## config.mk

```make
export PLATFORM = sky130hd
export DESIGN_NAME = prog_wrap_counter
export DESIGN_NICKNAME = d
export VERILOG_FILES = /design/src/rtl/pwc_pkg.sv /design/src/rtl/pwc_prescaler.sv /design/src/rtl/prog_wrap_counter.sv
export SDC_FILE = /design/constraint.sdc
export NUM_CORES = 1
export LEC_CHECK = 0
export ABC_AREA = 1
export CAP_MARGIN = 20
export CORE_MARGIN = 2
export CORE_UTILIZATION = 40
export CTS_BUF_LIST = sky130_fd_sc_hd__clkbuf_2 sky130_fd_sc_hd__clkbuf_4 sky130_fd_sc_hd__clkbuf_8
export CTS_CLUSTER_DIAMETER = 50
export DETAILED_ROUTE_END_ITERATION = 10
export HOLD_SLACK_MARGIN = 0.02
export PLACE_DENSITY = 0.67
export SYNTH_ARGS = -nofsm -noshare
export SYNTH_HDL_FRONTEND = slang
export SYNTH_HIERARCHICAL = 1
export SYNTH_SLANG_ARGS = --single-unit
```

## constraint.sdc

```tcl
create_clock -name CLK -period 2.15 [get_ports CLK]
set_input_delay 0.3225 -clock CLK [delete_from_list [all_inputs] [get_ports CLK]]
set_output_delay 0.3225 -clock CLK [all_outputs]
set_load 0.01 [all_outputs]
```

## src/rtl/pwc_pkg.sv

```systemverilog
// Shared constants and types for the programmable wrap/saturate counter.
package pwc_pkg;
  localparam logic DIR_UP   = 1'b0;
  localparam logic DIR_DOWN = 1'b1;

  typedef enum logic {
    MODE_WRAP = 1'b0,
    MODE_SAT  = 1'b1
  } cnt_mode_t;
endpackage

```

## src/rtl/pwc_prescaler.sv

```systemverilog
// Step generator: asserts STEP once every PRESCALE enabled, non-cleared cycles.
module pwc_prescaler #(
  parameter int PRESCALE = 1
) (
  input  logic CLK,
  input  logic RST_N,
  input  logic EN,
  input  logic CLR,
  output logic STEP
);
  generate
    if (PRESCALE > 1) begin : g_div
      localparam int PW = $clog2(PRESCALE);
      localparam logic [PW-1:0] LAST = PW'(PRESCALE - 1);
      logic [PW-1:0] cnt;

      assign STEP = EN & ~CLR & (cnt == LAST);

      // CLR restarts the period; EN low freezes it mid-way.
      always_ff @(posedge CLK) begin
        if (!RST_N)      cnt <= '0;
        else if (CLR)    cnt <= '0;
        else if (EN)     cnt <= (cnt == LAST) ? '0 : cnt + PW'(1);
      end
    end else begin : g_pass
      logic unused_clk_rst;
      assign unused_clk_rst = CLK ^ RST_N;
      assign STEP = EN & ~CLR;
    end
  endgenerate
endmodule

```

## src/rtl/prog_wrap_counter.sv

```systemverilog
// Up/down counter with runtime limit, wrap or saturate, load, prescaler,
// terminal-count pulse and sticky overflow flag.
module prog_wrap_counter
  import pwc_pkg::*;
#(
  parameter int WIDTH    = 8,
  parameter int PRESCALE = 1
) (
  input  logic             CLK,
  input  logic             RST_N,
  input  logic             EN,
  input  logic             LOAD,
  input  logic [WIDTH-1:0] LOAD_VAL,
  input  logic             DIR,
  input  logic             MODE,
  input  logic [WIDTH-1:0] LIMIT,
  input  logic             CLR_OVF,
  output logic [WIDTH-1:0] CNT,
  output logic             TC,
  output logic             OVF
);
  localparam logic [WIDTH-1:0] ONE = WIDTH'(1);

  logic             step;
  logic             bnd;
  logic [WIDTH-1:0] nxt;
  cnt_mode_t        mode;

  assign mode = cnt_mode_t'(MODE);

  pwc_prescaler #(.PRESCALE(PRESCALE)) u_pre (
    .CLK  (CLK),
    .RST_N(RST_N),
    .EN   (EN),
    .CLR  (LOAD),
    .STEP (step)
  );

  // Up boundary uses >= so a LIMIT lowered below CNT still terminates.
  always_comb begin
    bnd = 1'b0;
    nxt = CNT;
    if (DIR == DIR_UP) begin
      if (CNT < LIMIT) nxt = CNT + ONE;
      else begin
        bnd = 1'b1;
        nxt = (mode == MODE_SAT) ? CNT : '0;
      end
    end else begin
      if (CNT != '0) nxt = CNT - ONE;
      else begin
        bnd = 1'b1;
        nxt = (mode == MODE_SAT) ? '0 : LIMIT;
      end
    end
  end

  always_ff @(posedge CLK) begin
    if (!RST_N) begin
      CNT <= '0;
      TC  <= 1'b0;
      OVF <= 1'b0;
    end else begin
      if (CLR_OVF) OVF <= 1'b0;
      if (LOAD) begin
        CNT <= LOAD_VAL;
        TC  <= 1'b0;
      end else if (step) begin
        CNT <= nxt;
        TC  <= bnd;
        if (bnd) OVF <= 1'b1;  // later assignment: set beats clear
      end else begin
        TC <= 1'b0;
      end
    end
  end
endmodule
```

==> key figures, run 1 <==
Layout
  – Ratio of cells with drive above 1 in the final layout: 15.3%
  – Relative area change from synthesis to final layout: 34.3%
  – Post-layout util: 56.7%
  – Multi-input gate area: 927 µm²
  – Total Nets Final: 296
  – Number of diodes: 0
  – Number of fill cells: 348
  – Total area of sequential cells: 200 µm²

Detailed routing
  – Total via count in the routed design: 1,440
  – Final Routed Wirelength: 3.36 mm
  – Detailed-route wire length per cell: 11.0 µm
  – Detailed-routing iteration count for the pre-antenna-repair pass: 4
  – Final ANT Viol Nets: 0
  – Post-route DRC: 0
  – DRC violation total after the first TritonRoute iteration: 62
  – Post-detailed-route via-to-cell ratio: 4.71

Yosys
  – Yosys warnings: 6
  – Mean post-synth cell area: 5.81 µm²
  – Dominant cells by area after synthesis: sky130_fd_sc_hd__nand2_1 21%, sky130_fd_sc_hd__dfxtp_1 16%, sky130_fd_sc_hd__ha_1 9.7%
  – Most frequently used flop master after synthesis: sky130_fd_sc_hd__dfxtp_1
  – Unique masters post-synth: 27
  – Number of cells produced by synthesis: 222
  – Cell with the most instances after synthesis: sky130_fd_sc_hd__nand2_1
  – Number of synthesized flops with an enable pin: 0
  – Portion of synthesized cell area occupied by the leading cell type: 21.3%
  – Syn nets: 255
  – Number of flip-flops and latches in the synthesized netlist: 10
  – Seq/Total Area, Yosys: 15.5%
  – Most frequent cells after synthesis: 73 x sky130_fd_sc_hd__nand2_1, 22 x sky130_fd_sc_hd__inv_1, 22 x sky130_fd_sc_hd__nand3_1, 20 x sky130_fd_sc_hd__nor2_1, 13 x sky130_fd_sc_hd__a21oi_1
  – Async SR Flop Fraction: 0%
  – Top cell type by total area after synthesis: sky130_fd_sc_hd__nand2_1
  – Synthesized area: 1290 µm²

Global routing
  – Via count of the first global-routing pass: 1,252
  – Total track usage: 19.5%
  – First-pass GRT wire length: 5.51 mm
  – Maximum number of pins on one net before global-route repair: 14
  – Total global routing overflow: 0
  – Initial antenna violation count: 0

Clocking
  – Setup Fix Bufs, Post-CTS: 0
  – Clock transition at path regs: 0.07 ns
  – Clock tree buffer depth: 2
  – Clock tree from TritonCTS: yes
  – # hold bufs at CTS: 0
  – Latest clock arrival within the worst-skew pair: 0.27 ns
  – Root Buffer Master: sky130_fd_sc_hd__clkbuf_4
  – Number of sinks on the clock net: 10
  – Cts bufs inserted: 3
  – CTS HTree Levels: 1
  – Quantity of gates resized following cts: 0

Power and ir drop
  – Power density of the placed cells: 483 nW/µm²
  – Max IR drop VDD: 0.000286 V
  – Static leakage: 0.000884 µW

Timing
  – RSZ-0062 raised after global routing: no
  – Max Transition Viols Final: 0
  – Final setup viols: 0
  – Maximum clock frequency: 539 MHz
  – Part of the cycle the worst path needs: 86.3%
  – Tightest Pin Transition: 0.359 ns
  – Hold violation count in the final report: 0
  – Rel. slew slack: 76.0%
  – Min Clock Period, post-route: 1.85 ns
  – Clock Skews: 0.00130 ns
  – Total negative slack for setup checks: 0 ns

Critical path
  – Startpoint type of the worst setup path: input port
  – Arrival time of the worst setup path: 2.06 ns
  – CP endpoint: CNT[3]$_SDFFE_PN0P_
  – Capture instance of the worst register-to-register path: CNT[2]$_SDFFE_PN0P_
  – Launch point of the worst path: LIMIT[7]
  – Depth of the worst register-to-register path: 10
  – Critical Path Sink Type: flip-flop
  – Worst R2R Start: CNT[1]$_SDFFE_PN0P_
  – Setup slack, reg-to-reg: 0.35 ns
  – Required time reported for the critical path endpoint: 2.35 ns
  – Crit Path Class: in -> reg
  – CP Max Fanout: 13

Floorplan
  – Floorplan row count: 20
  – Chip width: 60.8 µm
  – Placeable core area: 3050 µm²
  – Total die area: 3690 µm²
  – IO Pins: 33
  – Starting Density: 42.2%
  – Y dimension of the die: 60.8 µm

Place
  – Number of port buffers: 32
  – Routability congestion estimate: 0.971
  – Half-perimeter wire length of the detailed placement result: 2.75 mm

Hold path
  – Cells on Worst Hold Path: 2
  – Hold Startpoint: OVF$_SDFF_PN0_
  – Type of the tightest min-delay check: reg -> reg

Job
  – Max capacitance violation total: 0

Run status
  – Result of the run: finished, final reports clean
## cells by family (layout without fill, tap and decap cells)
| group | count (synthesis) | count (layout) | synth area share, % |
|---|---|---|---|
| adder cells (fa/ha/maj) | 10 | 10 | 9.71 |
| AND/OR/NAND/NOR | 140 | 140 | 50.9 |
| flip-flops | 10 | 10 | 15.5 |
| AO/OA/AOI/OAI | 24 | 24 | 10.0 |
| XOR/XNOR | 2 | 2 | 1.36 |
| buffers and inverters | 36 | 76 | 12.5 |
## power breakdown
part / leakage, µW / switching, µW / internal [µW]
registers: 0.0000827 / 34.8 / 201
clock network: 0.0000210 / 68.5 / 103
logic: 0.000781 / 232 / 196
total: 0.000884 / 335 / 500
## sequential cells by signal, indices dropped and copies added (netlist names)
name and cells:
TC 1, CNT 8, OVF 1
## layer usage
layer	track usage [%]	vias up	wire, µm
met5	0	-	0
met4	6.83	0	60
met3	1.92	8	143
met2	30.7	36	1440
met1	27.8	610	1710
li1	-	786	-
## critical path, stage by stage
cell and delay [ns]:
sky130_fd_sc_hd__clkdlybuf4s50_1 0.47, sky130_fd_sc_hd__inv_1 0.05, sky130_fd_sc_hd__ha_1 0.30, sky130_fd_sc_hd__a21oi_1 0.15, sky130_fd_sc_hd__o21a_1 0.17, sky130_fd_sc_hd__nand2_2 0.09, sky130_fd_sc_hd__nand3_2 0.08, sky130_fd_sc_hd__nand2_2 0.15
sky130_fd_sc_hd__nand2_1 0.11, sky130_fd_sc_hd__nand2_1 0.05, sky130_fd_sc_hd__a21oi_1 0.11
## worst min path at each step
stage | endpoint | slack (ns)
finish | OVF$_SDFF_PN0_ | 0.49
global route | OVF$_SDFF_PN0_ | 0.54
CTS | OVF$_SDFF_PN0_ | 0.49
detailed placement | OVF$_SDFF_PN0_ | 0.48
global placement | OVF$_SDFF_PN0_ | 0.47
floorplan | OVF$_SDFF_PN0_ | 0.44
## cells in the final DEF, fill, tap and decap left out
cell type | Yosys | layout
sky130_fd_sc_hd__clkinv_1 | 2 | 2
sky130_fd_sc_hd__a211oi_1 | 1 | 1
sky130_fd_sc_hd__o21a_1 | 2 | 2
sky130_fd_sc_hd__dfxtp_1 | 10 | 10
sky130_fd_sc_hd__inv_2 | 5 | 5
sky130_fd_sc_hd__nand2_4 | 1 | 1
sky130_fd_sc_hd__o22ai_1 | 1 | 1
sky130_fd_sc_hd__nand4_1 | 5 | 5
sky130_fd_sc_hd__clkdlybuf4s50_1 | 0 | 32
sky130_fd_sc_hd__or2_2 | 4 | 4
sky130_fd_sc_hd__ha_1 | 10 | 10
sky130_fd_sc_hd__nand2_2 | 6 | 6
sky130_fd_sc_hd__xor2_1 | 1 | 1
sky130_fd_sc_hd__o21ai_1 | 6 | 6
sky130_fd_sc_hd__clkbuf_8 | 0 | 1
sky130_fd_sc_hd__nand3_1 | 22 | 22
sky130_fd_sc_hd__xnor2_1 | 1 | 1
sky130_fd_sc_hd__nand3_2 | 3 | 3
sky130_fd_sc_hd__clkbuf_4 | 0 | 3
sky130_fd_sc_hd__nor2_8 | 1 | 1
sky130_fd_sc_hd__nor2_4 | 2 | 2
sky130_fd_sc_hd__inv_1 | 22 | 22
sky130_fd_sc_hd__a21oi_1 | 13 | 13
sky130_fd_sc_hd__nand2_1 | 73 | 73
sky130_fd_sc_hd__buf_4 | 0 | 11
sky130_fd_sc_hd__nor2_1 | 20 | 20
sky130_fd_sc_hd__o21ai_0 | 1 | 1
sky130_fd_sc_hd__nor2_2 | 3 | 3
## metrics by stage
stage               instances  setup WS, ns  hold slack (ns)  power (µW)  instance area, µm²
floorplan                 222         0.403            0.436         521                1290
global placement          302        0.0284            0.472         669                1690
detailed placement        302        0.0136            0.479         667                1690
CTS                       306         0.281            0.491         840                1730
global route              306         0.103            0.535         909                1730
finish                    306         0.295            0.489         835                1730
## cell type report
cell class,instances,share of cell area [%]
Tap cell,44,3.18
Clock buffer,4,2.10
Multi-Input combinational cell,176,53.6
Sequential cell,10,11.6
Inverter,29,6.29
Timing Repair Buffer,43,23.3
Note: power is estimated with default switching activity, not from simulation.
==> inputs of run 2 (changes only) <==
- clock period: 2.15 -> 2.1 ns (I/O delays scaled with it)
==> run 2 against run 1 <==
Wire length increased by 4.6%. Sequential share of layout area decreased by 0.099 points. Via count increased by 1.5%. Final cell count increased by 0.65%. Critical path type unchanged. Largest cell class unchanged.
==> key figures, run 2 (synthesis gave the netlist of run 1 again) <==
Layout
  – Total area of sequential cells: 200 µm² (unchanged)
  – Number of diodes: 0 (unchanged)
  – Total Nets Final: 298 (+0.68%)
  – Relative area change from synthesis to final layout: 35.4%
  – Number of fill cells: 316 (-9.2%)
  – Post-layout util: 57.2% (+0.49 points)
  – Flip-flop count of the largest register after layout: 8 (unchanged)
  – Multi-input gate area: 927 µm² (unchanged)
  – Ratio of cells with drive above 1 in the final layout: 15.9% (+0.64 points)
  – Final non-filler cell total: 308 (+0.65%)
  – Leading cell type in the layout, fill and taps excluded: sky130_fd_sc_hd__nand2_1
  – Highest-count cells in the layout ignoring fill and taps: 73 x sky130_fd_sc_hd__nand2_1, 32 x sky130_fd_sc_hd__clkdlybuf4s50_1, 22 x sky130_fd_sc_hd__inv_1, 22 x sky130_fd_sc_hd__nand3_1, 20 x sky130_fd_sc_hd__nor2_1
  – Reg with most FFs: CNT
  – Top Registers: CNT x8, OVF x1, TC x1

Clocking
  – Cts bufs inserted: 3 (unchanged)
  – Setup Fix Bufs, Post-CTS: 0 (unchanged)
  – Quantity of gates resized following cts: 0 (unchanged)
  – Clock tree from TritonCTS: yes
  – CTS HTree Levels: 1 (unchanged)
  – Latest clock arrival within the worst-skew pair: 0.26 ns (about the same)
  – Clock tree buffer depth: 2 (unchanged)
  – Clock transition at path regs: 0.07 ns (about the same)
  – # hold bufs at CTS: 0 (unchanged)
  – Number of sinks on the clock net: 10 (unchanged)
  – Root Buffer Master: sky130_fd_sc_hd__clkbuf_4

Global routing
  – Total global routing overflow: 0 (unchanged)
  – First-pass GRT wire length: 6.08 mm (+10%)
  – Via count of the first global-routing pass: 1,345 (+7.4%)
  – Initial antenna violation count: 0 (unchanged)
  – Maximum number of pins on one net before global-route repair: 14 (unchanged)
  – Total track usage: 21.5% (+1.9 points)

Detailed routing
  – Detailed-route wire length per cell: 11.4 µm (+3.9%)
  – Detailed-routing iteration count for the pre-antenna-repair pass: 4 (unchanged)
  – Post-route DRC: 0 (unchanged)
  – Final Routed Wirelength: 3.51 mm (+4.6%)
  – DRC violation total after the first TritonRoute iteration: 50 (-19%)
  – Final ANT Viol Nets: 0 (unchanged)
  – Post-detailed-route via-to-cell ratio: 4.74 (+0.80%)
  – Total via count in the routed design: 1,461 (+1.5%)

Place
  – Pre-CTS WS: -0.0377 ns (-0.0513 ns)
  – Number of port buffers: 32 (unchanged)
  – Half-perimeter wire length of the detailed placement result: 2.83 mm (+3.1%)
  – Routability congestion estimate: 0.945 (-2.6%)
  – Placed Cells incl. Taps: 304 (+0.66%)

Power and ir drop
  – Static leakage: 0.000894 µW (+1.1%)
  – Power density of the placed cells: 491 nW/µm² (+1.8%)
  – Max IR drop VDD: 0.000329 V (+15%)

Critical path
  – Worst path slowest cell: sky130_fd_sc_hd__clkdlybuf4s50_1
  – Number of cells on the critical path: 11 (unchanged)
  – Crit Path Class: in -> reg
  – Critical Path Sink Type: flip-flop
  – CP Max Fanout: 13 (unchanged)
  – Critical Path, Cell by Cell: clkdlybuf4s50_1, inv_1, ha_1, a21oi_1, o21a_1, nand2_2, nand3_2, nand2_2, nand2_1, nand2_1, a21oi_1
  – Max stage delay on crit path: 0.47 ns (about the same)
  – Required time reported for the critical path endpoint: 2.30 ns (-0.05 ns)
  – Startpoint type of the worst setup path: input port
  – Kind of cell adding the most delay to the critical path: buffers and inverters
  – Depth of the worst register-to-register path: 12 (+2)
  – Number of buffer and inverter instances along the worst setup path: 2 (unchanged)
  – Arrival time of the worst setup path: 2.07 ns (about the same)

Timing
  – Hold violation count in the final report: 0 (unchanged)
  – Post-route worst setup slack: 0.226 ns (-0.0689 ns)
  – Rel. slew slack: 73.1% (-2.9 points)
  – Min Clock Period, post-route: 1.87 ns
  – Part of the cycle the worst path needs: 89.2%
  – Max Transition Viols Final: 0 (unchanged)
  – Final setup viols: 0 (unchanged)
  – Tightest Pin Transition: 0.403 ns (+0.0441 ns)
  – Maximum clock frequency: 534 MHz
  – RSZ-0062 raised after global routing: no
  – Clock Skews: 0.00287 ns (+0.00157 ns)
  – Hold Worst Slack: 0.486 ns (-0.00285 ns)

Floorplan
  – Floorplan row count: 20 (unchanged)
  – Total die area: 3690 µm² (unchanged)
  – Starting Density: 42.2% (unchanged)
  – Y dimension of the die: 60.8 µm (unchanged)
  – IO Pins: 33 (unchanged)
  – Chip width: 60.8 µm (unchanged)
  – Placeable core area: 3050 µm² (unchanged)

Job
  – Max capacitance violation total: 0 (unchanged)

Hold path
  – Cells on Worst Hold Path: 2 (unchanged)
  – Type of the tightest min-delay check: reg -> reg

Run status
  – Result of the run: finished, final reports clean
## run 2: cell type report
type	count	area share, %
Clock buffer	4	2.08
Inverter	29	6.24
Multi-Input combinational cell	176	53.1
Sequential cell	10	11.5
Tap cell	44	3.15
Timing Repair Buffer	45	23.9
## run 2: path summary, 6_finish.rpt
path / startpoint / end / slack, ns
worst min register to register: OVF$_SDFF_PN0_ / OVF$_SDFF_PN0_ / 0.49
worst max register to register: CNT[1]$_SDFFE_PN0P_ / CNT[3]$_SDFFE_PN0P_ / 0.26
worst min-delay path: OVF$_SDFF_PN0_ / OVF$_SDFF_PN0_ / 0.49
worst max-delay path: LIMIT[7] / CNT[0]$_SDFFE_PN0P_ / 0.23
## run 2: worst min-delay path: stages (launching register included)
cell	delay (ns)
sky130_fd_sc_hd__dfxtp_1	0.32
sky130_fd_sc_hd__nand2_1	0.06
sky130_fd_sc_hd__o22ai_1	0.06
## run 2: metrics by stage
stage               cell area (µm²)  power, µW  setup TNS (ns)
floorplan                      1290        534               0
global placement               1710        687         -0.0199
detailed placement             1710        687          -0.159
CTS                            1750        862               0
global route                   1750        930               0
finish                         1750        857               0
## run 2: power by group
part / internal, µW / leakage, µW / switching [µW]
Combinational: 204 / 0.000790 / 240
Sequential: 206 / 0.0000827 / 34.8
Clock: 105 / 0.0000210 / 67.5
## run 2: layer usage
layer	track usage [%]	part of all wire, %	vias up
met4	8.07	1.8	0
met1	31.3	48	622
met5	0	0	-
met3	1.28	4.3	6
li1	-	-	787
met2	33.2	46	46
